[config.mk]
export PLATFORM = sky130hd
export DESIGN_NAME = control_unit
export DESIGN_NICKNAME = d
export VERILOG_FILES = /design/src/rtl/control_unit.sv
export SDC_FILE = /design/constraint.sdc
export NUM_CORES = 1
export LEC_CHECK = 0
export ABC_CLOCK_PERIOD_IN_PS = 2800
export BUFFER_PORTS_ARGS = -buffer_cell sky130_fd_sc_hd__buf_4
export CORE_ASPECT_RATIO = 1.4
export CORE_MARGIN = 2
export CORE_UTILIZATION = 40
export DETAILED_ROUTE_END_ITERATION = 10
export GPL_ROUTABILITY_DRIVEN = 0
export GPL_TIMING_DRIVEN = 0
export PLACE_DENSITY = 0.81
export SYNTH_ARGS = -nofsm -noshare
export SYNTH_HDL_FRONTEND = slang
export SYNTH_SLANG_ARGS = --single-unit
export TNS_END_PERCENT = 10
[constraint.sdc]
create_clock -name clk -period 2.8 [get_ports clk]
set_input_delay 0.56 -clock clk [delete_from_list [all_inputs] [get_ports clk]]
set_output_delay 0.56 -clock clk [all_outputs]
set_load 0.05 [all_outputs]
[src/rtl/control_unit.sv]
// Hardwired microstep sequencer for the CPU datapath: fetch T0-T2, opcode-dependent execute T3-T7.
// Outputs decode the current step and IR[31:27]; only branch T6 PCin also looks at CON_FF.
//
// state | meaning
// RST   | held in reset, all strobes low, run=1
// T0-T2 | common fetch (PC->MAR, memory read, MDR->IR)
// T3-T7 | execute steps, length depends on opcode
// HALT  | stopped until reset, run=0
module control_unit (
  input  logic        clk,
  input  logic        clear,
  input  logic [31:0] IR,
  input  logic        CON_FF,
  input  logic        stop,
  output logic        run,
  output logic        PCout,
  output logic        MDRout,
  output logic        Zhighout,
  output logic        Zlowout,
  output logic        HIout,
  output logic        LOout,
  output logic        Inportout,
  output logic        Cout,
  output logic        BAout,
  output logic        Rout,
  output logic        PCin,
  output logic        IRin,
  output logic        MARin,
  output logic        MDRin,
  output logic        Yin,
  output logic        Zin,
  output logic        HIin,
  output logic        LOin,
  output logic        Rin,
  output logic        OutPort,
  output logic        CONin,
  output logic        Gra,
  output logic        Grb,
  output logic        Grc,
  output logic        read,
  output logic        write,
  output logic        AND,
  output logic        OR,
  output logic        ADD,
  output logic        SUB,
  output logic        MUL,
  output logic        DIV,
  output logic        SHR,
  output logic        SHL,
  output logic        ROR,
  output logic        ROL,
  output logic        NEG,
  output logic        NOT,
  output logic        IncPC
);

  localparam logic [3:0] S_RST  = 4'd0;
  localparam logic [3:0] S_T0   = 4'd1;
  localparam logic [3:0] S_T1   = 4'd2;
  localparam logic [3:0] S_T2   = 4'd3;
  localparam logic [3:0] S_T3   = 4'd4;
  localparam logic [3:0] S_T4   = 4'd5;
  localparam logic [3:0] S_T5   = 4'd6;
  localparam logic [3:0] S_T6   = 4'd7;
  localparam logic [3:0] S_T7   = 4'd8;
  localparam logic [3:0] S_HALT = 4'd9;

  localparam logic [4:0] OP_LD   = 5'd0;
  localparam logic [4:0] OP_LDI  = 5'd1;
  localparam logic [4:0] OP_ST   = 5'd2;
  localparam logic [4:0] OP_ADD  = 5'd3;
  localparam logic [4:0] OP_SUB  = 5'd4;
  localparam logic [4:0] OP_SHR  = 5'd5;
  localparam logic [4:0] OP_SHL  = 5'd6;
  localparam logic [4:0] OP_ROR  = 5'd7;
  localparam logic [4:0] OP_ROL  = 5'd8;
  localparam logic [4:0] OP_AND  = 5'd9;
  localparam logic [4:0] OP_OR   = 5'd10;
  localparam logic [4:0] OP_ADDI = 5'd11;
  localparam logic [4:0] OP_ANDI = 5'd12;
  localparam logic [4:0] OP_ORI  = 5'd13;
  localparam logic [4:0] OP_MUL  = 5'd14;
  localparam logic [4:0] OP_DIV  = 5'd15;
  localparam logic [4:0] OP_NEG  = 5'd16;
  localparam logic [4:0] OP_NOT  = 5'd17;
  localparam logic [4:0] OP_BR   = 5'd18;
  localparam logic [4:0] OP_JR   = 5'd19;
  localparam logic [4:0] OP_JAL  = 5'd20;
  localparam logic [4:0] OP_IN   = 5'd21;
  localparam logic [4:0] OP_OUT  = 5'd22;
  localparam logic [4:0] OP_MFHI = 5'd23;
  localparam logic [4:0] OP_MFLO = 5'd24;
  localparam logic [4:0] OP_HALT = 5'd26;

  logic [3:0] state;
  logic [3:0] state_nxt;
  logic [3:0] last_step;
  logic [4:0] op;
  logic       alu_go;
  logic       force_add;
  logic       unused_ir;

  assign op        = IR[31:27];
  assign unused_ir = ^IR[26:0];

  always_comb begin
    case (op)
      OP_ADD, OP_SUB, OP_SHR, OP_SHL, OP_ROR, OP_ROL, OP_AND, OP_OR,
      OP_ADDI, OP_ANDI, OP_ORI, OP_LDI:  last_step = S_T5;
      OP_NEG, OP_NOT, OP_JAL:            last_step = S_T4;
      OP_MUL, OP_DIV, OP_BR:             last_step = S_T6;
      OP_LD, OP_ST:                      last_step = S_T7;
      default:                           last_step = S_T3;
    endcase
  end

  // stop is only looked at on the edge that would otherwise enter T0
  always_comb begin
    state_nxt = state;
    case (state)
      S_RST:  state_nxt = stop ? S_HALT : S_T0;
      S_T0:   state_nxt = S_T1;
      S_T1:   state_nxt = S_T2;
      S_T2:   state_nxt = S_T3;
      S_T3, S_T4, S_T5, S_T6, S_T7: begin
        if (state == last_step)
          state_nxt = (op == OP_HALT || stop) ? S_HALT : S_T0;
        else
          state_nxt = state + 4'd1;
      end
      S_HALT: state_nxt = S_HALT;
      default: state_nxt = S_RST;
    endcase
  end

  always_ff @(posedge clk or negedge clear) begin
    if (!clear)
      state <= S_RST;
    else
      state <= state_nxt;
  end

  always_comb begin
    run       = (state != S_HALT);
    PCout     = 1'b0;
    MDRout    = 1'b0;
    Zhighout  = 1'b0;
    Zlowout   = 1'b0;
    HIout     = 1'b0;
    LOout     = 1'b0;
    Inportout = 1'b0;
    Cout      = 1'b0;
    BAout     = 1'b0;
    Rout      = 1'b0;
    PCin      = 1'b0;
    IRin      = 1'b0;
    MARin     = 1'b0;
    MDRin     = 1'b0;
    Yin       = 1'b0;
    Zin       = 1'b0;
    HIin      = 1'b0;
    LOin      = 1'b0;
    Rin       = 1'b0;
    OutPort   = 1'b0;
    CONin     = 1'b0;
    Gra       = 1'b0;
    Grb       = 1'b0;
    Grc       = 1'b0;
    read      = 1'b0;
    write     = 1'b0;
    IncPC     = 1'b0;
    alu_go    = 1'b0;
    force_add = 1'b0;
    case (state)
      S_T0: begin PCout = 1'b1; MARin = 1'b1; IncPC = 1'b1; Zin = 1'b1; end
      S_T1: begin Zlowout = 1'b1; PCin = 1'b1; read = 1'b1; MDRin = 1'b1; end
      S_T2: begin MDRout = 1'b1; IRin = 1'b1; end
      S_T3: begin
        case (op)
          OP_ADD, OP_SUB, OP_SHR, OP_SHL, OP_ROR, OP_ROL, OP_AND, OP_OR,
          OP_ADDI, OP_ANDI, OP_ORI:
                   begin Grb = 1'b1; Rout = 1'b1; Yin = 1'b1; end
          OP_NEG, OP_NOT:
                   begin Grb = 1'b1; Rout = 1'b1; alu_go = 1'b1; Zin = 1'b1; end
          OP_MUL, OP_DIV:
                   begin Gra = 1'b1; Rout = 1'b1; Yin = 1'b1; end
          OP_LDI, OP_LD, OP_ST:
                   begin Grb = 1'b1; BAout = 1'b1; Yin = 1'b1; end
          OP_BR:   begin Gra = 1'b1; Rout = 1'b1; CONin = 1'b1; end
          OP_JR:   begin Gra = 1'b1; Rout = 1'b1; PCin = 1'b1; end
          OP_JAL:  begin PCout = 1'b1; Grb = 1'b1; Rin = 1'b1; end
          OP_IN:   begin Inportout = 1'b1; Gra = 1'b1; Rin = 1'b1; end
          OP_OUT:  begin Gra = 1'b1; Rout = 1'b1; OutPort = 1'b1; end
          OP_MFHI: begin HIout = 1'b1; Gra = 1'b1; Rin = 1'b1; end
          OP_MFLO: begin LOout = 1'b1; Gra = 1'b1; Rin = 1'b1; end
          default: ;
        endcase
      end
      S_T4: begin
        case (op)
          OP_ADD, OP_SUB, OP_SHR, OP_SHL, OP_ROR, OP_ROL, OP_AND, OP_OR:
                   begin Grc = 1'b1; Rout = 1'b1; alu_go = 1'b1; Zin = 1'b1; end
          OP_ADDI, OP_ANDI, OP_ORI:
                   begin Cout = 1'b1; alu_go = 1'b1; Zin = 1'b1; end
          OP_NEG, OP_NOT:
                   begin Zlowout = 1'b1; Gra = 1'b1; Rin = 1'b1; end
          OP_MUL, OP_DIV:
                   begin Grb = 1'b1; Rout = 1'b1; alu_go = 1'b1; Zin = 1'b1; end
          OP_LDI, OP_LD, OP_ST:
                   begin Cout = 1'b1; force_add = 1'b1; Zin = 1'b1; end
          OP_BR:   begin PCout = 1'b1; Yin = 1'b1; end
          OP_JAL:  begin Gra = 1'b1; Rout = 1'b1; PCin = 1'b1; end
          default: ;
        endcase
      end
      S_T5: begin
        case (op)
          OP_ADD, OP_SUB, OP_SHR, OP_SHL, OP_ROR, OP_ROL, OP_AND, OP_OR,
          OP_ADDI, OP_ANDI, OP_ORI, OP_LDI:
                   begin Zlowout = 1'b1; Gra = 1'b1; Rin = 1'b1; end
          OP_MUL, OP_DIV:
                   begin Zlowout = 1'b1; LOin = 1'b1; end
          OP_LD, OP_ST:
                   begin Zlowout = 1'b1; MARin = 1'b1; end
          OP_BR:   begin Cout = 1'b1; force_add = 1'b1; Zin = 1'b1; end
          default: ;
        endcase
      end
      S_T6: begin
        case (op)
          OP_MUL, OP_DIV: begin Zhighout = 1'b1; HIin = 1'b1; end
          OP_LD:   begin read = 1'b1; MDRin = 1'b1; end
          OP_ST:   begin Gra = 1'b1; Rout = 1'b1; MDRin = 1'b1; end
          // branch target is only committed when the condition holds
          OP_BR:   begin Zlowout = 1'b1; PCin = CON_FF; end
          default: ;
        endcase
      end
      S_T7: begin
        case (op)
          OP_LD:   begin MDRout = 1'b1; Gra = 1'b1; Rin = 1'b1; end
          OP_ST:   write = 1'b1;
          default: ;
        endcase
      end
      default: ;
    endcase
  end

  assign ADD = force_add | (alu_go & (op == OP_ADD || op == OP_ADDI));
  assign AND = alu_go & (op == OP_AND || op == OP_ANDI);
  assign OR  = alu_go & (op == OP_OR || op == OP_ORI);
  assign SUB = alu_go & (op == OP_SUB);
  assign SHR = alu_go & (op == OP_SHR);
  assign SHL = alu_go & (op == OP_SHL);
  assign ROR = alu_go & (op == OP_ROR);
  assign ROL = alu_go & (op == OP_ROL);
  assign MUL = alu_go & (op == OP_MUL);
  assign DIV = alu_go & (op == OP_DIV);
  assign NEG = alu_go & (op == OP_NEG);
  assign NOT = alu_go & (op == OP_NOT);

endmodule
==> results by group, run 1 <==
Status
  – Status: finished, final reports clean

Global route
  – Remaining Overflow, GRT: 0
  – GRT Overall Usage: between 20 and 25%
  – Largest net degree at the start of global routing: 11
  – First-pass GRT wire length: 5850 µm
  – Initial antenna violation count: 0
  – Vias in the first global route: around 1.3k

Placed design
  – # port buffers: between 40 and 50
  – DP HPWL: between 2000 and 3000 µm
  – Placement Cell Area: ~0.0015 mm²

Worst setup path
  – Crit-path cells: buf_4 -> clkbuf_1 -> inv_1 -> nand2_1 -> or4_1 -> nand3_1 -> buf_4
  – Crit path to: PCin
  – Critical path launch point type: input pin
  – Worst path top cell family by delay: buffers and inverters
  – Worst setup path start: IR[27]
  – Worst path most repeated cell: buf_4
  – Worst path slowest cell: or4_1
  – Slowest cell delay on critical path: between 500 and 600 ps
  – Worst R2R Path Depth: 5
  – Kind of critical path: input pin to output port
  – Crit. End Element: output port
  – Reg-to-Reg End: state[0]
  – Worst EP required: about 2200 ps
  – CP Data Arrival Time: 2160 ps
  – Crit path buffers/inverters: 4
  – Max FO, Critical Path: 10
  – Critical R2R Launch: state[0]
  – Crit path depth: 7
  – Reg2reg setup slack: about 930 ps

Die
  – Die area: about 0.0033 mm²
  – Initial core utilization: just over 40%
  – Row count: 23
  – I/O pin count: 76
  – Die height: between 60 and 70 µm
  – Placeable Area: between 0.002 and 0.003 mm²
  – Chip Width: 49.4 µm

Final layout
  – Top Registers: state (4)
  – Largest Register: state
  – Most frequent cells in the layout: buf_4, nand2_1, nor2_1
  – Area Overhead vs Synth: 39.9%
  – Share of layout cells above drive strength 1: a little under a third
  – Cell area after layout: around 0.0016 mm²
  – Number of diodes: 0
  – Final Util: ~57%
  – Most common cell after layout, fill and taps aside: buf_4
  – Max reg flops: 4
  – Final nets: about 270

Synth
  – Post-synthesis sequential area ratio: under 10%
  – Synth unique cells: 47
  – Cells after Synth: 183
  – Synth Cell Area: 0.00116 mm²
  – Yosys top cell by area: dfrtp_1
  – Synthesis Warnings: 0
  – Synthesized Nets: ~220
  – Post-synth EDFFs: 0
  – Synth top area share: about 8.7%
  – Synth async-reset ratio: 100%
  – Synthesis-stage register bit count: 4
  – Synth top area cells: dfrtp_1, nand2_1, nor2_1
  – Ys flop type: dfrtp_1
  – Synth Area per Inst: 6.32 µm²

Pwr
  – Pint: slightly above 500 µW
  – Comb power frac: between 80% and 90%
  – Pwr dens: 759 mW/mm²
  – Peak supply drop: 0.538 mV
  – Net Sw Power: 719 µW
  – Clock power frac: under 10%
  – Leakage Power: 0.000719 µW
  – Flop pwr share: around a tenth
  – Switching share of power: 58.5%

Drt
  – DRT iter0 DRCs: 58
  – Pre-antenna DRT Iters: 4
  – Wire length per cell: roughly 14 µm
  – Vias per cell: about 5.9
  – ANT nets after route: 0
  – DR DRC count: 0
  – Via count: approximately 1.6k
  – Final wirelength: 3760 µm

CTS
  – Clk slew on worst S/H paths: approximately 30 ps
  – CTS max path bufs: 2
  – Clk sinks: 4
  – CTS H-tree depth: 1
  – CTS tree: built
  – Worst-skew pair later-pin latency: 210 ps
  – Root Buffer: clkbuf_8
  – CTS Buf Count: 3

Timing
  – Final Critical Period: 2720 ps
  – Slew headroom: approximately 67%
  – Final worst-path cycle share: between 90% and 100%
  – Max Slew Vio Count: 0
  – Fmax: around 370 MHz
  – Worst slew pin tran: a little under 500 ps
  – Clock skew: around 0.9 ps
  – Fin. Hold Viols: 0
  – Final setup fails: 0
  – Setup TNS: 0 ps
  – RSZ-0062 raised after global routing: no

Job
  – Max cap viols: 0

Worst hold path
  – HP Class: input pin to asynchronous set/reset pin
## stage by stage
step	cells	hold WS (ps)	setup WS [ps]	power, µW
6_report	266	131	79.3	1230
5_1_grt	266	128	7.76	1310
4_1_cts	266	128	-2.98	1190
3_5_place_dp	266	356	-40.3	1040
3_3_place_gp	266	356	-31.6	1030
2_1_floorplan	183	264	-201	798
## layout make-up
class                      instances  area (µm²)
buffer                            15        71.3
clock buffer                       3        41.3
fill                             306        1200
inverter                          10        40.0
multi-input combinational        151         971
sequential                         4         103
tap                               37        46.3
timing repair buffer              46         345
## worst min-delay path by stage
stage	slack [ps]	end
finish	130	state[0]
global route	130	state[3]
CTS	130	state[0]
detailed placement	360	state[0]
global placement	360	state[0]
floorplan	260	state[0]
## synthesized netlist by cell type (all sizes together) (2+ instances only)
cell type and number:
nor3 9, and2 3, o41ai 2, nor2 17, nand2b 5, o21ai 14
nor2b 6, o21a 3, a21oi 5, nand4 5, and3 6, a31oi 2
o22ai 4, o211ai 4, xnor2 2, ha 4, dfrtp 4, or3 3
buf 6, or2 2, nand2 21, a22oi 3, mux2i 2, or4 2
clkbuf 12, nand3 12, inv 10
## per-layer routing
| metal | vias to the layer above | track usage [%] | routed length, µm |
|---|---|---|---|
| met3 | 12 | 3.10 | 262 |
| met2 | 79 | 43.9 | 1960 |
| li1 | 757 | - | - |
| met5 | - | 0 | 0 |
| met1 | 714 | 22.9 | 1430 |
| met4 | 0 | 8.33 | 110 |
## cells by family after synthesis
| group | after synthesis | share of synthesized area (%) |
|---|---|---|
| AOI/OAI and AO/OA | 44 | 25.8 |
| DFF | 4 | 8.66 |
| buffers and inverters | 28 | 10.4 |
| muxes | 2 | 1.73 |
| adders and majority gates | 5 | 5.20 |
| and+or+nand+nor | 97 | 45.3 |
| xor gates and xnor gates | 3 | 2.92 |
## power by group through the flow
stage          registers (µW)  clock network (µW)  logic, µW
6_report                  121                 119        988
5_1_grt                   125                 126       1060
4_1_cts                   111                 123        960
3_5_place_dp              110                   0        931
3_3_place_gp              107                   0        921
2_1_floorplan             102                   0        696
## what timing repair did
action                                  in CTS  in global routing
endpoints found under the setup margin       4                  8
buffers inserted                             0                  0
gates resized for setup                      4                  8
hold buffers                                 0                  0
Power figures use the tool's default switching activity.
==> run 2, diff against run 1 <==
CORE_UTILIZATION = 43   (was 40)
PLACE_DENSITY = 0.86   (was 0.81)
==> run 2 against run 1 <==
Effect of this change:
- total power is 3.3% lower
- highest routed layer unchanged
- largest cell class unchanged
- worst setup slack worse by 20 ps
- count of clock-buffer cells in the layout unchanged
==> results by group, run 2 (same netlist as run 1, synthesis figures left out) <==
Final layout
  – Max reg flops: 4 (unchanged)
  – Cell area after layout: 0.00160 mm² (-0.85%)
  – Most common cell after layout, fill and taps aside: buf_4
  – Number of diodes: 0 (unchanged)
  – Top Registers: state (4)
  – Share of layout cells above drive strength 1: 31.4% (+0.44 points)
  – Final nets: 271 (unchanged)
  – Most frequent cells in the layout: buf_4, nand2_1, nor2_1
  – Largest Register: state
  – Fill cells: 271 (-11%)
  – Area Overhead vs Synth: 38.7%

Die
  – Initial core utilization: 44.7% (+3.7 points)
  – Row count: 22 (-4.3%)
  – Chip Width: 47.8 µm (-3.3%)
  – Die height: 65.4 µm (-3.3%)
  – Placeable Area: 0.00259 mm² (-8.3%)
  – I/O pin count: 76 (unchanged)
  – Die area: 0.00313 mm² (-6.5%)

Timing
  – Fmax: 365 MHz (-0.73%)
  – Clock skew: 1.24 ps (+0.343 ps)
  – Fin. Hold Viols: 0 (unchanged)
  – Final worst-path cycle share: 97.9% (+0.71 points)
  – WHS: 112 ps (-19.3 ps)
  – Final setup fails: 0 (unchanged)
  – Setup TNS: 0 ps (unchanged)
  – RSZ-0062 raised after global routing: yes
  – Final Critical Period: 2740 ps (+19.9 ps)
  – Worst slew pin tran: 472 ps (-20.9 ps)
  – Max Slew Vio Count: 0 (unchanged)
  – Worst Slack Setup Final: 59.4 ps (-19.9 ps)
  – Slew headroom: 68.3% (+1.2 points)

Job
  – Max cap viols: 0 (unchanged)

CTS
  – CTS tree: built
  – Clk slew on worst S/H paths: 40 ps (about the same)
  – Root Buffer: clkbuf_4
  – Clk sinks: 4 (unchanged)
  – Setup bufs post-CTS: 0 (unchanged)
  – Worst-skew pair later-pin latency: 230 ps (+20 ps)
  – CTS H-tree depth: 1 (unchanged)
  – Hold Buf Count CTS: 0 (unchanged)
  – CTS Buf Count: 3 (unchanged)
  – CTS max path bufs: 2 (unchanged)

Global route
  – First-pass GRT wire length: 6270 µm (+7.1%)
  – Remaining Overflow, GRT: 0 (unchanged)
  – Vias in the first global route: 1379 (+3.5%)
  – Largest net degree at the start of global routing: 11 (unchanged)
  – GRT Overall Usage: 26.7% (+4.8 points)
  – Initial antenna violation count: 0 (unchanged)

Worst setup path
  – Critical path launch point type: input pin
  – Crit. End Element: output port
  – CP Data Arrival Time: 2180 ps (+20 ps)
  – Slowest cell delay on critical path: 530 ps (about the same)
  – Crit-path cells: buf_4 -> clkbuf_1 -> inv_1 -> nand2_1 -> or4_1 -> nand3_1 -> buf_4
  – Worst EP required: 2240 ps (about the same)
  – Worst path most repeated cell: buf_4
  – Worst path slowest cell: or4_1
  – Worst setup path start: IR[27]
  – Kind of critical path: input pin to output port
  – Max FO, Critical Path: 10 (unchanged)
  – Critical R2R Launch: state[1]

Pwr
  – Leakage Power: 0.000717 µW (-0.35%)
  – Peak supply drop: 0.567 mV (+5.4%)
  – Pwr dens: 740 mW/mm² (-2.5%)

Drt
  – Wire length per cell: 14.5 µm (+2.7%)
  – ANT nets after route: 0 (unchanged)
  – DR DRC count: 0 (unchanged)
  – Via count: 1624 (+4.0%)
  – Final wirelength: 3850 µm (+2.3%)
  – Vias per cell: 6.13 (+4.4%)
  – DRT iter0 DRCs: 81 (+40%)
  – Pre-antenna DRT Iters: 6 (+2)

Placed design
  – # port buffers: 46 (unchanged)
  – DP HPWL: 3000 µm (+0.12%)
  – Pre-CTS setup slack: -60.5 ps (-20.2 ps)
  – Placement Cell Area: 0.00155 mm² (about the same)

Status
  – Status: finished, final reports clean

Worst hold path
  – HP Class: input pin to asynchronous set/reset pin
[run 2: stage by stage]
stage / total power [µW] / instances / utilization, %
6_report: 1190 / 265 / 62.0
3_5_place_dp: 1040 / 265 / 59.8
3_3_place_gp: 1020 / 265 / 59.8
4_1_cts: 1140 / 265 / 60.8
5_1_grt: 1270 / 265 / 62.0
2_1_floorplan: 798 / 183 / -
[run 2: critical path: cells and delay by family]
kind	cells	cell delay, ps
buffers and inverters	4	810
AND/OR/NAND/NOR	3	800
[run 2: cell type report]
cell class | instances | area, µm² | area share, %
plain buffers | 15 | 72.6 | 4.52
well taps | 36 | 45.0 | 2.81
clock buffers | 3 | 22.5 | 1.40
inverters | 10 | 42.5 | 2.65
flip-flops and latches | 4 | 103 | 6.40
multi-input cells | 151 | 973 | 60.7
repair buffers | 46 | 345 | 21.5
[run 2: report_power, final]
part           leakage, µW  switching (µW)  internal (µW)
registers        0.0000485            36.4           86.9
clock network    0.0000138            22.5           47.9
logic             0.000654             664            330
total             0.000717             723            465
[run 2: metal layers]
| layer | wire (µm) | global-route usage (%) | up-vias |
|---|---|---|---|
| met1 | 1410 | 32.5 | 766 |
| li1 | - | - | 755 |
| met3 | 242 | 3.02 | 19 |
| met5 | 0 | 0 | - |
| met4 | 121 | 7.77 | 0 |
| met2 | 2080 | 46.7 | 84 |
[run 2: repair_timing]
action / CTS / global route
cloned: 0 / 0
gates resized for setup: 5 / 11
pin swaps: 0 / 1
endpoints found under the setup margin: 5 / 8
hold endpoints to repair: 0 / 0
[run 2: final timing paths]
path / end / slack (ps) / cells past startpoint
hold reg to reg: state[0] / 700 / 2
setup reg to reg: state[0] / 920 / 5
hold / removal: state[0] / 110 / 1
setup / recovery: PCin / 60 / 7
min in group clk: state[3] / 630 / 3
max in group asynchronous: state[1] / 2580 / 1
